`config.mk`:
```
export PLATFORM = sky130hd
export DESIGN_NAME = sdram_arbiter
export DESIGN_NICKNAME = d
export VERILOG_FILES = /design/src/rtl/sdram_pkg.sv /design/src/rtl/sdram_cmd_mux.sv /design/src/rtl/sdram_arbiter.sv
export SDC_FILE = /design/constraint.sdc
export NUM_CORES = 1
export LEC_CHECK = 0
export CAP_MARGIN = 10
export CORE_MARGIN = 2
export CORE_UTILIZATION = 60
export DETAILED_ROUTE_END_ITERATION = 6
export DONT_BUFFER_PORTS = 1
export GPL_ROUTABILITY_DRIVEN = 0
export GPL_TIMING_DRIVEN = 0
export MAX_ROUTING_LAYER = met4
export PLACE_DENSITY_LB_ADDON = 0.1
export SYNTH_ARGS = -nofsm -noshare
export SYNTH_HDL_FRONTEND = slang
export SYNTH_SLANG_ARGS = --single-unit
export TNS_END_PERCENT = 5
```
`constraint.sdc`:
```
create_clock -name S_CLK -period 4.7 [get_ports S_CLK]
set_input_delay 0.94 -clock S_CLK [delete_from_list [all_inputs] [get_ports S_CLK]]
set_output_delay 0.94 -clock S_CLK [all_outputs]
set_load 0.05 [all_outputs]
```
`src/rtl/sdram_pkg.sv`:
```
`default_nettype none
// ============================================================================
// Module      : sdram_pkg
// Description : Shared state codes, SDRAM command codes and default bus widths
//               for the SDRAM controller arbiter slice.
// Revision    : 1.0 - initial release
// ============================================================================
package sdram_pkg;

  // Default pin-bus widths
  localparam int DEF_CMD_W  = 5;
  localparam int DEF_ADDR_W = 12;

  // Arbiter state encoding (also exported on arb_state for debug)
  localparam int STATE_W = 3;
  localparam logic [STATE_W-1:0] ST_INIT  = 3'd0;
  localparam logic [STATE_W-1:0] ST_IDLE  = 3'd1;
  localparam logic [STATE_W-1:0] ST_AREF  = 3'd2;
  localparam logic [STATE_W-1:0] ST_WRITE = 3'd3;
  localparam logic [STATE_W-1:0] ST_READ  = 3'd4;

  // SDRAM command word {CKE,CS,RAS,CAS,WE}
  localparam logic [4:0] C_CMD_NOP = 5'b10111;

endpackage : sdram_pkg
`default_nettype wire

```
`src/rtl/sdram_cmd_mux.sv`:
```
`default_nettype none
// ============================================================================
// Module      : sdram_cmd_mux
// Description : Selects the granted engine's command/address onto the SDRAM
//               pins and drives the DQ output-enable from the arbiter state.
// Revision    : 1.0 - initial release
// ============================================================================
module sdram_cmd_mux
  import sdram_pkg::*;
#(
  parameter int CMD_W  = DEF_CMD_W,
  parameter int ADDR_W = DEF_ADDR_W
) (
  input  logic [STATE_W-1:0] state,
  input  logic [CMD_W-1:0]   init_cmd,
  input  logic [ADDR_W-1:0]  init_addr,
  input  logic [CMD_W-1:0]   aref_cmd,
  input  logic [ADDR_W-1:0]  aref_addr,
  input  logic [CMD_W-1:0]   wr_cmd,
  input  logic [ADDR_W-1:0]  wr_addr,
  input  logic [CMD_W-1:0]   rd_cmd,
  input  logic [ADDR_W-1:0]  rd_addr,
  output logic [CMD_W-1:0]   sdram_cmd,
  output logic [ADDR_W-1:0]  sdram_addr,
  output logic               dq_oe
);

  // Pin bus follows the owner of the current state; unknown codes behave as INIT
  always_comb begin
    sdram_cmd  = init_cmd;
    sdram_addr = init_addr;
    dq_oe      = 1'b0;
    case (state)
      ST_IDLE: begin
        sdram_cmd  = CMD_W'(C_CMD_NOP);
        sdram_addr = '0;
      end
      ST_AREF: begin
        sdram_cmd  = aref_cmd;
        sdram_addr = aref_addr;
      end
      ST_WRITE: begin
        sdram_cmd  = wr_cmd;
        sdram_addr = wr_addr;
        dq_oe      = 1'b1;
      end
      ST_READ: begin
        sdram_cmd  = rd_cmd;
        sdram_addr = rd_addr;
      end
      default: begin
        sdram_cmd  = init_cmd;
        sdram_addr = init_addr;
      end
    endcase
  end

endmodule : sdram_cmd_mux
`default_nettype wire

```
`src/rtl/sdram_arbiter.sv`:
```
`default_nettype none
// ============================================================================
// Module      : sdram_arbiter
// Description : Central SDRAM scheduler. Sequences init, then grants the bus
//               to refresh / write / read engines with refresh priority at
//               burst boundaries, round-robin between write and read, and a
//               sticky refresh-starvation watchdog.
// Revision    : 1.0 - initial release
// ============================================================================
module sdram_arbiter
  import sdram_pkg::*;
#(
  parameter int CMD_W         = DEF_CMD_W,
  parameter int ADDR_W        = DEF_ADDR_W,
  parameter int AREF_WAIT_MAX = 16
) (
  input  logic                S_CLK,
  input  logic                RST_N,
  input  logic                flag_init,
  input  logic [CMD_W-1:0]    init_cmd,
  input  logic [ADDR_W-1:0]   init_addr,
  input  logic                aref_req,
  input  logic                aref_ack,
  input  logic [CMD_W-1:0]    aref_cmd,
  input  logic [ADDR_W-1:0]   aref_addr,
  input  logic                wr_req,
  input  logic                wr_ack,
  input  logic [CMD_W-1:0]    wr_cmd,
  input  logic [ADDR_W-1:0]   wr_addr,
  input  logic                rd_req,
  input  logic                rd_ack,
  input  logic [CMD_W-1:0]    rd_cmd,
  input  logic [ADDR_W-1:0]   rd_addr,
  output logic                aref_en,
  output logic                wr_en,
  output logic                rd_en,
  output logic [CMD_W-1:0]    sdram_cmd,
  output logic [ADDR_W-1:0]   sdram_addr,
  output logic                dq_oe,
  output logic [STATE_W-1:0]  arb_state,
  output logic                aref_late
);

  localparam int WCNT_W = $clog2(AREF_WAIT_MAX + 1);
  localparam logic [WCNT_W-1:0] C_WAIT_MAX = WCNT_W'(AREF_WAIT_MAX);

  logic [STATE_W-1:0] r_state;
  logic [STATE_W-1:0] w_next_state;
  logic [STATE_W-1:0] r_last_grant;
  logic [WCNT_W-1:0]  r_wait_cnt;
  logic               r_aref_late;

  // State register and round-robin memory of the last data grant
  always_ff @(posedge S_CLK or negedge RST_N) begin
    if (!RST_N) begin
      r_state      <= ST_INIT;
      r_last_grant <= ST_READ;
    end else begin
      r_state <= w_next_state;
      if (w_next_state == ST_WRITE || w_next_state == ST_READ) begin
        r_last_grant <= w_next_state;
      end
    end
  end

  // Next-state: refresh wins at burst boundaries, write/read alternate
  always_comb begin
    w_next_state = ST_INIT;
    case (r_state)
      ST_INIT:  w_next_state = flag_init ? ST_IDLE : ST_INIT;
      ST_IDLE: begin
        if (aref_req)                 w_next_state = ST_AREF;
        else if (wr_req && rd_req)    w_next_state = (r_last_grant == ST_READ) ? ST_WRITE : ST_READ;
        else if (wr_req)              w_next_state = ST_WRITE;
        else if (rd_req)              w_next_state = ST_READ;
        else                          w_next_state = ST_IDLE;
      end
      ST_AREF:  w_next_state = aref_ack ? ST_IDLE : ST_AREF;
      ST_WRITE: w_next_state = wr_ack ? (aref_req ? ST_AREF : ST_IDLE) : ST_WRITE;
      ST_READ:  w_next_state = rd_ack ? (aref_req ? ST_AREF : ST_IDLE) : ST_READ;
      default:  w_next_state = ST_INIT;
    endcase
  end

  // Engine enables decoded from the registered state
  always_comb begin
    aref_en   = (r_state == ST_AREF);
    wr_en     = (r_state == ST_WRITE);
    rd_en     = (r_state == ST_READ);
    arb_state = r_state;
    aref_late = r_aref_late;
  end

  // Watchdog: count cycles refresh is pending but not granted; flag is sticky
  always_ff @(posedge S_CLK or negedge RST_N) begin
    if (!RST_N) begin
      r_wait_cnt  <= '0;
      r_aref_late <= 1'b0;
    end else begin
      if (!aref_req || r_state == ST_AREF) begin
        r_wait_cnt <= '0;
      end else if (r_wait_cnt != C_WAIT_MAX) begin
        r_wait_cnt <= r_wait_cnt + WCNT_W'(1);
      end
      if (r_wait_cnt == C_WAIT_MAX) begin
        r_aref_late <= 1'b1;
      end
    end
  end

  sdram_cmd_mux #(
    .CMD_W  (CMD_W),
    .ADDR_W (ADDR_W)
  ) u_cmd_mux (
    .state      (r_state),
    .init_cmd   (init_cmd),
    .init_addr  (init_addr),
    .aref_cmd   (aref_cmd),
    .aref_addr  (aref_addr),
    .wr_cmd     (wr_cmd),
    .wr_addr    (wr_addr),
    .rd_cmd     (rd_cmd),
    .rd_addr    (rd_addr),
    .sdram_cmd  (sdram_cmd),
    .sdram_addr (sdram_addr),
    .dq_oe      (dq_oe)
  );

endmodule : sdram_arbiter
`default_nettype wire

```
==> out/qor.yml, run 1 <==
clocking:
  cts_setup_buffers: 0
  clkSinkCount: 12
  cts_tree: "built"
  cts_buffer_depth: 2
  clkLatencyLatePin_ns: 0.27
  root_buffer: "clkbuf_4"
  cts_resized: 0
  cts_buffers: 3
  hold_buffers: 0
  htree_num_levels: 1
  clk_pin_slew_worst_paths_ns: 0.07
die:
  die_w_um: 55.06
  die-height_um: 55.06
  boundaryPins: 102
  fp.coreArea_um2: 2477
  placement_rows: 18
  start_util: 0.6313
  fp.dieArea_um2: 3031
detailed_routing:
  wl_met3_um: 395
  dr.pass1.iters: 4
  vias: 1558
  drt-initial-drc-count: 47
  antenna_left: 0
  drc: 0
  drt-met1-wl_um: 1625
  wl_met2_um: 2066
  routedWlPerCell_um: 18.67
  maxUsedRoutingLayer: "met4"
  avgViaCountPerCell: 7.082
  wirelength_um: 4108
synthesis:
  synth.distinct_cells: 46
  syn_avg_cell_area_um2: 8.409
  syn-cell-area_um2: 1564
  syn_nets: 265
  synth-seq-area-share: 0.1928
  synth_warnings: 0
  async_flop_share: 1.000
  synth_cells: 186
  synth_commonest_cells: "nor2_1, a21oi_1, mux2i_1, o21ai_1, a22o_1"
  synth_edf_count: 0
  synth_top_area_share: 0.1760
  synth_area_leaders: "dfrtp_1, mux2i_1, a22o_1"
  yosysTopAreaCell: "dfrtp_1"
  synth_seq_cells: 12
  synth.most_common_cell: "nor2_1"
  synth_ff_type: "dfrtp_1"
critical_path:
  cp-start-kind: "flip-flop"
  crit_family: "compound AO/OA/AOI/OAI gates"
  cp_max_fo: 10
  slowest_delay_ns: 0.76
  worstPathArrival_ns: 2.54
  critical_path_class: "flip-flop to primary output"
  crit_chain: "buf_6, buf_8, buf_8, mux2i_1, nor2_1, a21oi_1, o21ai_1"
  cpMaxStageDelayCell: "dfrtp_1"
  critical_path_buf_inv_count: 3
  worstPathRequired_ns: 3.76
  end_kind: "primary output"
  crit_path_frequent_cell: "buf_8"
final_layout:
  layout-drive-gt1-share: 0.1895
  syn_to_final_growth_pct: 4.080
  antenna_cells: 0
  fin_area_um2: 1628
  final_nets: 270
timing:
  drv_slew: 0
  finalCritPeriodShare: 0.7413
  slew_headroom: 0.3428
  setup_viol: 0
  final.setup.tns_ns: 0
  worstMarginPinSlew_ns: 0.9793
  period_minus_slack_ns: 3.484
  skew_ns: 0.006630
  rsz0062_at_grt: "no"
  hold_violations: 0
  fmax_mhz: 287.0
flow_run:
  maxCapViolations: 0
pwr:
  power_frac_comb: 0.800
  p_seq_frac: 0.151
  irDropWorstVdd_mv: 0.7278
  power_density_nw_per_um2: 807.1
  leakagePower_nw: 0.6093
  p_sw_w: 0.0008549
  switching_share: 0.6507
  clock_power_share: 0.049
  p_int_w: 0.0004589
place:
  io_buffers: 0
  dp_hpwl_um: 3287
  placed_cell_area_um2: 1602
global_routing:
  grt_util_all_layers: 0.2526
  grt_pass1_wl_um: 5437
  antenna_found_initial: 0
  grt_max_degree: 13
  grt_pass1_vias: 1286
  grt.overflow.total: 0
hold_path:
  hp-class: "input pin to async pin"
status:
  status: "complete, no violations"
[final timing paths]
kind,end,slack (ns),from,cells after the start
worst max-delay path,sdram_addr[5],1.22,arb_state[2],7
worst min-delay path,r_wait_cnt[1],0.36,RST_N,0
worst max register to register,r_last_grant[2],2.39,arb_state[2],5
worst min register to register,r_last_grant[2],0.51,r_last_grant[2],2
max in group asynchronous,r_last_grant[2],4.17,RST_N,0
min in group S_CLK,r_last_grant[2],0.51,r_last_grant[2],2
[cell families after synthesis]
group	count (synthesis)	share of synthesized area
compound gates	80	0.3672
simple gates	45	0.1712
buf+inv	24	0.1056
mux	19	0.1248
flops	12	0.1928
xor+xnor	4	0.02240
fa+ha+maj	2	0.01600
[through the flow]
step / hold WS [ns] / util / total power (W) / worst slack, ns / instances
after global placement: 0.5006 / 0.6465 / 0.001224 / 1.536 / 216
after floorplan: 0.4856 / - / 0.001135 / 1.690 / 186
after global routing: 0.3400 / 0.6571 / 0.001393 / 1.041 / 220
after CTS: 0.3533 / 0.6571 / 0.001313 / 1.213 / 220
after detailed placement: 0.5047 / 0.6465 / 0.001246 / 1.507 / 216
final: 0.3564 / 0.6571 / 0.001314 / 1.216 / 220
[power groups by stage]
stage               sequential [W]  clock [W]  combinational [W]
floorplan                 0.000193          0           0.000942
global placement          0.000200          0            0.00102
detailed placement        0.000201          0            0.00105
CTS                       0.000199  0.0000654            0.00105
global route              0.000203  0.0000705            0.00112
finish                    0.000199  0.0000642            0.00105
[state kept, by name, indices dropped and copies added (netlist names)]
name	count
r_last_grant	3
r_wait_cnt	5
arb_state	3
aref_late	1
[layer usage]
| metal | track usage | up-vias |
|---|---|---|
| li1 | - | 722 |
| met1 | 0.3033 | 747 |
| met2 | 0.4464 | 85 |
| met3 | 0.05108 | 4 |
| met4 | 0.03659 | 0 |
| met5 | - | - |
[layout by cell type (no fill, tap or decap), types with 5 or more instances in the layout]
cell type  instances
nor2_1            19
a21oi_1           16
mux2i_1           15
o21ai_1           14
a22o_1            13
dfrtp_1           11
a22oi_1            7
buf_2              6
a22oi_2            6
inv_1              5
[area by class of cell]
| type | count | area (µm²) |
|---|---|---|
| Buffer | 18 | 142.6 |
| Clock buffer | 4 | 26.28 |
| Fill cell | 206 | 849.6 |
| Inverter | 6 | 22.52 |
| Multi-Input combinational cell | 150 | 1097 |
| Sequential cell | 12 | 301.5 |
| Tap cell | 30 | 37.54 |
Note: power is estimated with default switching activity, not from simulation.
==> run 2: changes to the inputs <==
Settings changed: CORE_UTILIZATION 60 to 58.
Clock period 4.7 ns to 2.95 ns, I/O delays scaled along.
==> out/qor.yml, run 2 (synthesis results as in run 1) <==
status:
  status: "complete, no violations"
clocking:
  cts_buffers: 3  # unchanged
  cts_tree: "built"
  cts_buffer_depth: 2  # unchanged
  clk_pin_slew_worst_paths_ns: 0.07  # about the same
  clkLatencyLatePin_ns: 0.28  # about the same
  clkSinkCount: 12  # unchanged
  htree_num_levels: 1  # unchanged
  cts_setup_buffers: 0  # unchanged
  root_buffer: "clkbuf_4"
timing:
  period_minus_slack_ns: 2.893
  drv_slew: 0  # unchanged
  slew_headroom: 0.3781  # +0.03530
  final.setup.tns_ns: 0  # unchanged
  worstMarginPinSlew_ns: 0.9288  # -0.05046 ns
  fmax_mhz: 345.7
  skew_ns: 0.004147  # -0.002483 ns
  finalCritPeriodShare: 0.9806
  setup_viol: 0  # unchanged
  whs_ns: 0.1524  # -0.2039 ns
  hold_violations: 0  # unchanged
  rsz0062_at_grt: "yes"
critical_path:
  cpMaxStageDelayCell: "nor2_1"
  reg2reg_from: "arb_state[1]"
  critical_path_buf_inv_count: 3  # unchanged
  r2r-end: "r_last_grant[2]"
  critical_path_class: "flip-flop to primary output"
  cp_max_fo: 10  # unchanged
  cp-start-kind: "flip-flop"
  r2r_cells: 5  # unchanged
  crit_chain: "buf_4, buf_2, clkbuf_2, nor2_1"
  crit_family: "simple AND/OR/NAND/NOR gates"
  worstPathRequired_ns: 2.36  # -1.40 ns
  worstPathArrival_ns: 2.30  # -0.24 ns
  reg2reg_setup_slack_ns: 0.83  # -1.56 ns
  slowest_delay_ns: 0.79  # +0.03 ns
  end_kind: "primary output"
detailed_routing:
  antenna_left: 0  # unchanged
  routedWlPerCell_um: 19.70  # +5.5%
  vias: 1536  # -1.4%
  avgViaCountPerCell: 6.950  # -1.9%
  dr.pass1.iters: 4  # unchanged
  drt-initial-drc-count: 48  # +2.1%
  wirelength_um: 4353  # +6.0%
  drc: 0  # unchanged
final_layout:
  final_nets: 271  # +0.37%
  antenna_cells: 0  # unchanged
  top_register: "r_wait_cnt"
  syn_to_final_growth_pct: 10.00
  largest_reg_flops: 5  # unchanged
  instances_no_fill: 221  # +0.45%
  layout-drive-gt1-share: 0.2723  # +0.08278
  final_cell_mix: "nor2_1, a21oi_1, mux2i_1, a22o_1, o21ai_2"
  layout_commonest_cell: "nor2_1"
place:
  dp_hpwl_um: 3414  # +3.9%
  dp_cells: 216  # unchanged
  io_buffers: 0  # unchanged
hold_path:
  hp-class: "input pin to async pin"
die:
  placement_rows: 18  # unchanged
  die_w_um: 55.93  # +1.6%
  fp.dieArea_um2: 3128  # +3.2%
  fp.coreArea_um2: 2522  # +1.8%
  boundaryPins: 102  # unchanged
  start_util: 0.6200  # -0.01127
  die-height_um: 55.93  # +1.6%
global_routing:
  grt_pass1_wl_um: 7031  # +29%
  grt_max_degree: 12  # -1
  grt_pass1_vias: 1588  # +23%
  grt.overflow.total: 0  # unchanged
  antenna_found_initial: 0  # unchanged
  grt_util_all_layers: 0.2792  # +0.02663
flow_run:
  maxCapViolations: 0  # unchanged
pwr:
  power_frac_comb: 0.808  # +0.008
  power_density_nw_per_um2: 1295  # +60%
  p_seq_frac: 0.144  # -0.007
  irDropWorstVdd_mv: 0.8747  # +20%
  switching_share: 0.6469  # -0.003821
  p_int_w: 0.0007865  # +71%
  leakagePower_nw: 0.6383  # +4.8%
  p_sw_w: 0.001441  # +69%
  clock_power_share: 0.048  # about the same
==> run 2: cell count changes in the layout (fill, tap and decap cells not counted), sizes merged <==
| cell | previous run | this run |
|---|---|---|
| dlygate4sd3 | 0 | 1 |
| buf | 18 | 17 |
| clkbuf | 4 | 5 |
==> run 2: final cells by class <==
cell class,instances,area [µm²]
buffer,18,143.9
clock buffer,4,26.28
fill,219,802.0
inverter,6,22.52
multi-input combinational,150,1176
sequential,12,304.0
tap,30,37.54
timing repair buffer,1,10.01
==> run 2: worst max-delay path by stage <==
stage | cells after the start | from | end
5_1_grt | 6 | arb_state[1] | sdram_addr[8]
2_1_floorplan | 7 | arb_state[2] | sdram_addr[0]
6_report | 4 | arb_state[0] | aref_en
3_3_place_gp | 7 | arb_state[2] | sdram_addr[6]
3_5_place_dp | 7 | arb_state[2] | sdram_addr[0]
4_1_cts | 6 | arb_state[1] | sdram_addr[11]
==> run 2: worst register-to-register path: stages, from the launching register on <==
cell     delay [ns]
dfrtp_1        0.58
buf_6          0.25
nor3b_2        0.75
a32o_1         0.29
nor2_1         0.06
a21oi_1        0.12
==> run 2: repair_timing <==
item,CTS,global route
hold endpoints to repair,11,0
hold buffers,1,0
setup endpoints to repair,13,13
pin swaps,0,0
gates resized for setup,10,10
==> run 2: power by group through the flow <==
stage | clock [W] | sequential [W] | combinational (W)
final | 0.000106 | 0.000321 | 0.00180
after detailed placement | 0 | 0.000320 | 0.00167
after CTS | 0.000109 | 0.000317 | 0.00173
after global routing | 0.000114 | 0.000325 | 0.00191
after global placement | 0 | 0.000319 | 0.00163
after floorplan | 0 | 0.000308 | 0.00150
==> run 2: metal layers <==
metal / global-route usage / wire length [µm] / vias up
met4: 0.07483 / 84 / 0
li1: - / - / 727
met3: 0.06977 / 443 / 10
met2: 0.4711 / 2210 / 102
met1: 0.3329 / 1615 / 697
met5: - / 0 / -
==> run 2: metrics by stage <==
step | area (µm²) | utilization | worst slack, ns | power [W]
after floorplan | 1564 | - | 0.2903 | 0.001808
after global placement | 1602 | 0.6349 | 0.1211 | 0.001951
after detailed placement | 1602 | 0.6349 | 0.07992 | 0.001988
after CTS | 1675 | 0.6642 | -0.1716 | 0.002158
after global routing | 1720 | 0.6820 | -0.008890 | 0.002348
final | 1720 | 0.6820 | 0.05723 | 0.002227
